===== config.mk =====
export PLATFORM = sky130hd
export DESIGN_NAME = time_slot_generator
export DESIGN_NICKNAME = d
export VERILOG_FILES = /design/src/rtl/time_slot_generator.sv
export SDC_FILE = /design/constraint.sdc
export NUM_CORES = 1
export LEC_CHECK = 0
export ABC_AREA = 1
export BUFFER_PORTS_ARGS = -buffer_cell sky130_fd_sc_hd__buf_2
export CELL_PAD_IN_SITES_DETAIL_PLACEMENT = 1
export CELL_PAD_IN_SITES_GLOBAL_PLACEMENT = 1
export CORE_ASPECT_RATIO = 1.75
export CORE_MARGIN = 10
export CORE_UTILIZATION = 47
export CTS_CLUSTER_DIAMETER = 40
export CTS_CLUSTER_SIZE = 24
export DETAILED_ROUTE_END_ITERATION = 6
export GPL_ROUTABILITY_DRIVEN = 1
export PLACE_DENSITY = 0.85
export SLEW_MARGIN = 20
export SYNTH_ARGS = -nofsm -noshare
export SYNTH_HDL_FRONTEND = slang
export SYNTH_SLANG_ARGS = --single-unit

===== constraint.sdc =====
create_clock -name i_clk -period 5.2 [get_ports i_clk]
set_input_delay 0.52 -clock i_clk [delete_from_list [all_inputs] [get_ports i_clk]]
set_output_delay 0.52 -clock i_clk [all_outputs]
set_load 0.01 [all_outputs]

===== src/rtl/time_slot_generator.sv =====
// time_slot_generator: divides i_clk into microseconds and microseconds into
// schedule slots. It emits the current slot index, a one-cycle pulse on every
// slot change, and the Qch enqueue/dequeue bank selects derived from the slot
// parity. Slot length and period are sampled only at slot starts, so a
// configuration write never stretches or cuts the slot in progress.
module time_slot_generator #(
  parameter int CYCLES_PER_US = 125
) (
  input  logic        i_clk,
  input  logic        i_rst_n,
  input  logic [2:0]  iv_hardware_stage,
  input  logic        i_qbv_or_qch,
  input  logic [10:0] iv_time_slot_length,
  input  logic [10:0] iv_schedule_period,
  input  logic        i_time_sync,
  output logic [10:0] ov_time_slot,
  output logic        o_time_slot_switch,
  output logic        o_qch_rx_queue_sel,
  output logic        o_qch_tx_queue_sel
);

  localparam logic [7:0] CYC_LAST = 8'(CYCLES_PER_US - 1);

  logic        en_s;
  logic        start_s;
  logic        boundary_s;
  logic        wrap_s;
  logic [10:0] eff_len_s;
  logic [10:0] eff_per_s;

  logic        en_d_r;
  logic [7:0]  cycle_cnt_r;
  logic [10:0] us_cnt_r;
  logic [10:0] len_l_r;
  logic [10:0] period_l_r;

  logic [7:0]  cycle_nxt_s;
  logic [10:0] us_nxt_s;
  logic [10:0] slot_nxt_s;
  logic [10:0] len_nxt_s;
  logic [10:0] per_nxt_s;
  logic        switch_nxt_s;
  logic        rx_nxt_s;
  logic        tx_nxt_s;

  assign en_s      = (iv_hardware_stage == 3'd3);
  assign start_s   = en_s & ~en_d_r;
  // A zero length or period would make the schedule degenerate; treat it as 1.
  assign eff_len_s = (iv_time_slot_length == 11'd0) ? 11'd1 : iv_time_slot_length;
  assign eff_per_s = (iv_schedule_period == 11'd0) ? 11'd1 : iv_schedule_period;
  assign boundary_s = (cycle_cnt_r == CYC_LAST) && (us_cnt_r == (len_l_r - 11'd1));
  // Wrap either at the end of the current period or when the period about to
  // be latched no longer contains the next slot index.
  assign wrap_s = (ov_time_slot == (period_l_r - 11'd1)) ||
                  (ov_time_slot >= (eff_per_s - 11'd1));

  // Next-state for counters, latched config and outputs.
  always_comb begin
    cycle_nxt_s  = cycle_cnt_r;
    us_nxt_s     = us_cnt_r;
    slot_nxt_s   = ov_time_slot;
    len_nxt_s    = len_l_r;
    per_nxt_s    = period_l_r;
    switch_nxt_s = 1'b0;
    if (!en_s) begin
      cycle_nxt_s = 8'd0;
      us_nxt_s    = 11'd0;
      slot_nxt_s  = 11'd0;
    end else if (start_s || i_time_sync) begin
      cycle_nxt_s  = 8'd0;
      us_nxt_s     = 11'd0;
      slot_nxt_s   = 11'd0;
      len_nxt_s    = eff_len_s;
      per_nxt_s    = eff_per_s;
      switch_nxt_s = 1'b1;
    end else if (boundary_s) begin
      cycle_nxt_s  = 8'd0;
      us_nxt_s     = 11'd0;
      slot_nxt_s   = wrap_s ? 11'd0 : (ov_time_slot + 11'd1);
      len_nxt_s    = eff_len_s;
      per_nxt_s    = eff_per_s;
      switch_nxt_s = 1'b1;
    end else if (cycle_cnt_r == CYC_LAST) begin
      cycle_nxt_s = 8'd0;
      us_nxt_s    = us_cnt_r + 11'd1;
    end else begin
      cycle_nxt_s = cycle_cnt_r + 8'd1;
    end
    rx_nxt_s = en_s & i_qbv_or_qch & slot_nxt_s[0];
    tx_nxt_s = en_s & i_qbv_or_qch & ~slot_nxt_s[0];
  end

  // State and output registers; reset aborts any slot in progress.
  always_ff @(posedge i_clk or negedge i_rst_n) begin
    if (!i_rst_n) begin
      en_d_r             <= 1'b0;
      cycle_cnt_r        <= 8'd0;
      us_cnt_r           <= 11'd0;
      len_l_r            <= 11'd4;
      period_l_r         <= 11'd2;
      ov_time_slot       <= 11'd0;
      o_time_slot_switch <= 1'b0;
      o_qch_rx_queue_sel <= 1'b0;
      o_qch_tx_queue_sel <= 1'b0;
    end else begin
      en_d_r             <= en_s;
      cycle_cnt_r        <= cycle_nxt_s;
      us_cnt_r           <= us_nxt_s;
      len_l_r            <= len_nxt_s;
      period_l_r         <= per_nxt_s;
      ov_time_slot       <= slot_nxt_s;
      o_time_slot_switch <= switch_nxt_s;
      o_qch_rx_queue_sel <= rx_nxt_s;
      o_qch_tx_queue_sel <= tx_nxt_s;
    end
  end

endmodule

==> out/results.tsv <==
stage	metric	value	unit
die	die-area	0.0125	mm²
timing	setup_violations	0	
global_route	grt_pass1_vias	4016	
clocking	htreeDepth	2	
timing	rsz0062_at_grt	false	
worst_setup_path	worstSetupStartpointType	primary input	
timing	relSlewSlack	0.505	
worst_setup_path	cp.arrival	3.58	ns
drt	wire_per_inst	16.6	µm
outcome	status	complete, no violations	
yosys	syn_avg_cell_area	7.33	µm²
yosys	syn-cell-area	0.00389	mm²
final_layout	final_util	0.537	
clocking	cts_setup_buffers	0	
yosys	synth_top_area_cell	dfrtp_1	
clocking	cts_buffers	5	
timing	fmax	0.297	GHz
die	die_width	88.8	µm
yosys	synthSimpleGateAreaFrac	0.319	
timing	post-route-period-util	0.646	
timing	max_slew.worst_pin.slew	0.742	ns
placement	gp_routability_congestion	0.916	
yosys	synth_area_leaders	dfrtp_1 35%, nand2_1 13%, inv_1 6.8%, nor2_1 6.4%, ha_1 5.8%	
clocking	cts_hold_buf	0	
global_route	antenna_found_initial	0	
clocking	cts.sinks	56	
yosys	synth_compound_area_frac	0.0990	
worst_setup_path	end_kind	flop	
final_layout	area_delta_synth_final	10.6	%
final_layout	antenna_cells	0	
yosys	postSynthCellCount	531	
drt	final_antenna_net_count	0	
power	power_frac_clock	0.292	
timing	tns	0	ns
yosys	ys_seq_elements	56	
clocking	worstSkewPairLatency	0.30	ns
power	switching_power	0.410	mW
power	vdd_ir_drop_max	0.140	mV
yosys	synthAdderAreaFrac	0.0578	
drt	vias	3639	
clocking	cts_resized	0	
global_route	grt_overflow_total	0	
die	core	0.00802	mm²
worst_setup_path	cp_cell_sequence	buf_2, inv_1, nand4_1, nor2_1, nand4_1, nand2_1, inv_1, ha_1, nand3_1, nor2_1, nand2_1, xor2_1, ha_1, a21oi_1, o21a_1, nand3_1, a31oi_1, nand3_2, o21ai_1	
worst_setup_path	regToRegSetupSlack	2.71	ns
power	power.share.sequential	0.445	
yosys	synth_edf_count	0	
hold_path	hold_path_class	in2async	
drt	drtPass1Iterations	4	
yosys	synth_top_area_frac	0.347	
power	switching_share	0.349	
die	die_h	140	µm
global_route	grt_max_degree	57	
die	rows	43	
timing	drv_slew	0	
yosys	synthMuxAreaShare	0	
worst_setup_path	crit_fanout	10	
drt	routed_via_density	5.46	
power	power_density	273	mW/mm²
yosys	syn-num-nets	578	
timing	finalHoldViolCount	0	
placement	numPortBuffers	42	
yosys	synth_xor_area_frac	0.0765	
worst_setup_path	cp.required	5.42	ns
power	internal_power	0.765	mW
yosys	ys.flop_type	dfrtp_1	
final_layout	drive_gt1_frac	0.146	
yosys	async_reset_ff_frac	1.00	
global_route	gr-usage-all-layers	0.186	
die	initial_core_util	0.486	
worst_setup_path	critPathKind	in2reg	
clocking	path_clk_slew	0.07	ns
final_layout	layout_commonest_cell	nand2_1	
drt	wl	11.0	mm
power	p_comb_frac	0.263	
clocking	clk_path_buf_depth	2	
yosys	yosysUniqueCellTypes	35	
yosys	synth_top_family_by_area	simple AND/OR/NAND/NOR gates	
yosys	synth-seq-area-share	0.361	
worst_setup_path	cp_slowest_stage_delay	0.31	ns
clocking	tritoncts	built	
worst_setup_path	crit_path_top_delay_cell	a31oi_1	
placement	place_hpwl	8.93	mm
flow_run	cap_viol_max_count	0	
power	p_leak	2.16	nW
clocking	cts-root-buf	clkbuf_16	
timing	fin_crit	3.36	ns
timing	final.setup_skew	0.00703	ns
drt	drcViolationCount	0	
final_layout	final_nets	622	
yosys	yosysWarnings	0	
die	num_io_pins	43	
final_layout	layout_common_cells	138 x nand2_1, 71 x inv_1, 66 x nor2_1, 54 x dfrtp_1, 42 x buf_2	
global_route	grt_pass1_wl	18.7	mm
drt	drt-initial-drc-count	92	
-- metal layers --
| metal | share of wire | track usage | wire length [µm] |
|---|---|---|---|
| met3 | 0.018 | 0.0256 | 204 |
| met1 | 0.34 | 0.177 | 3790 |
| met5 | 0 | 0 | 0 |
| met2 | 0.59 | 0.363 | 6550 |
| met4 | 0.045 | 0.0932 | 494 |
-- power by group through the flow --
stage | logic, mW | registers [mW] | clock network (mW)
floorplan | 0.236 | 0.511 | 0
CTS | 0.314 | 0.523 | 0.350
detailed placement | 0.309 | 0.531 | 0
finish | 0.309 | 0.523 | 0.343
global route | 0.360 | 0.528 | 0.367
global placement | 0.292 | 0.530 | 0
-- synthesized netlist by cell type (5+ instances only) --
cell type  number
nand2_1       138
nor3_1         14
ha_1           18
nand4_1         7
nor2_1         66
o21ai_2        15
o22ai_1         9
inv_1          71
dfrtp_1        54
xor2_1         23
o21ai_0         6
a21oi_1        14
nand3_1        40
o21ai_1         5
xnor2_1        11
-- path summary, 6_finish.rpt --
check | endpoint | start | depth (start not counted)
worst max-delay path | ov_time_slot[9]$_DFFE_PN0P_ | iv_schedule_period[6] | 19
worst min-delay path | cycle_cnt_r[4]$_DFF_PN0_ | i_rst_n | 2
worst max register to register | len_l_r[3]$_DFFE_PN0P_ | len_l_r[0]$_DFFE_PN0P_ | 13
worst min register to register | period_l_r[1]$_DFFE_PN1P_ | period_l_r[1]$_DFFE_PN1P_ | 2
max in group asynchronous | len_l_r[3]$_DFFE_PN0P_ | i_rst_n | 2
min in group i_clk | en_d_r$_DFF_PN0_ | iv_hardware_stage[2] | 2
-- flip-flops by register name, indices dropped and copies added (netlist names) --
signal              flops
len_l_r                11
ov_time_slot           11
period_l_r             11
us_cnt_r               11
cycle_cnt_r             8
en_d_r                  1
o_qch_rx_queue_sel      1
o_qch_tx_queue_sel      1
o_time_slot_switch      1
-- final cells by class --
type	instances	area [µm²]
tap	90	113
clock buffer	5	125
timing repair buffer	43	218
clock inverter	3	18.8
multi-input combinational	396	2150
fill	1076	3710
sequential	56	1400
inverter	73	279
-- cells by family after synthesis --
family | count (synthesis)
adder cells (fa/ha/maj) | 18
flip-flops | 56
buffers and inverters | 79
AO/OA/AOI/OAI | 59
AND/OR/NAND/NOR | 285
XOR/XNOR | 34
-- per-stage QoR --
step	total power [mW]	cell area (µm²)	worst slack, ns	hold slack (ns)	cells
finish	1.17	4310	1.84	0.359	666
global route	1.25	4310	1.64	0.413	666
CTS	1.19	4310	1.83	0.396	666
detailed placement	0.840	4160	1.54	0.488	658
global placement	0.822	4160	1.81	0.488	658
floorplan	0.747	3890	2.27	0.224	531
-- worst max-delay path: cells and delay by family --
family | cells | cell delay (ns)
simple gates | 9 | 1.18
compound gates | 4 | 0.81
fa+ha+maj | 2 | 0.52
buf+inv | 3 | 0.36
xor+xnor | 1 | 0.16
No activity file was read; power rests on OpenSTA's default activity.
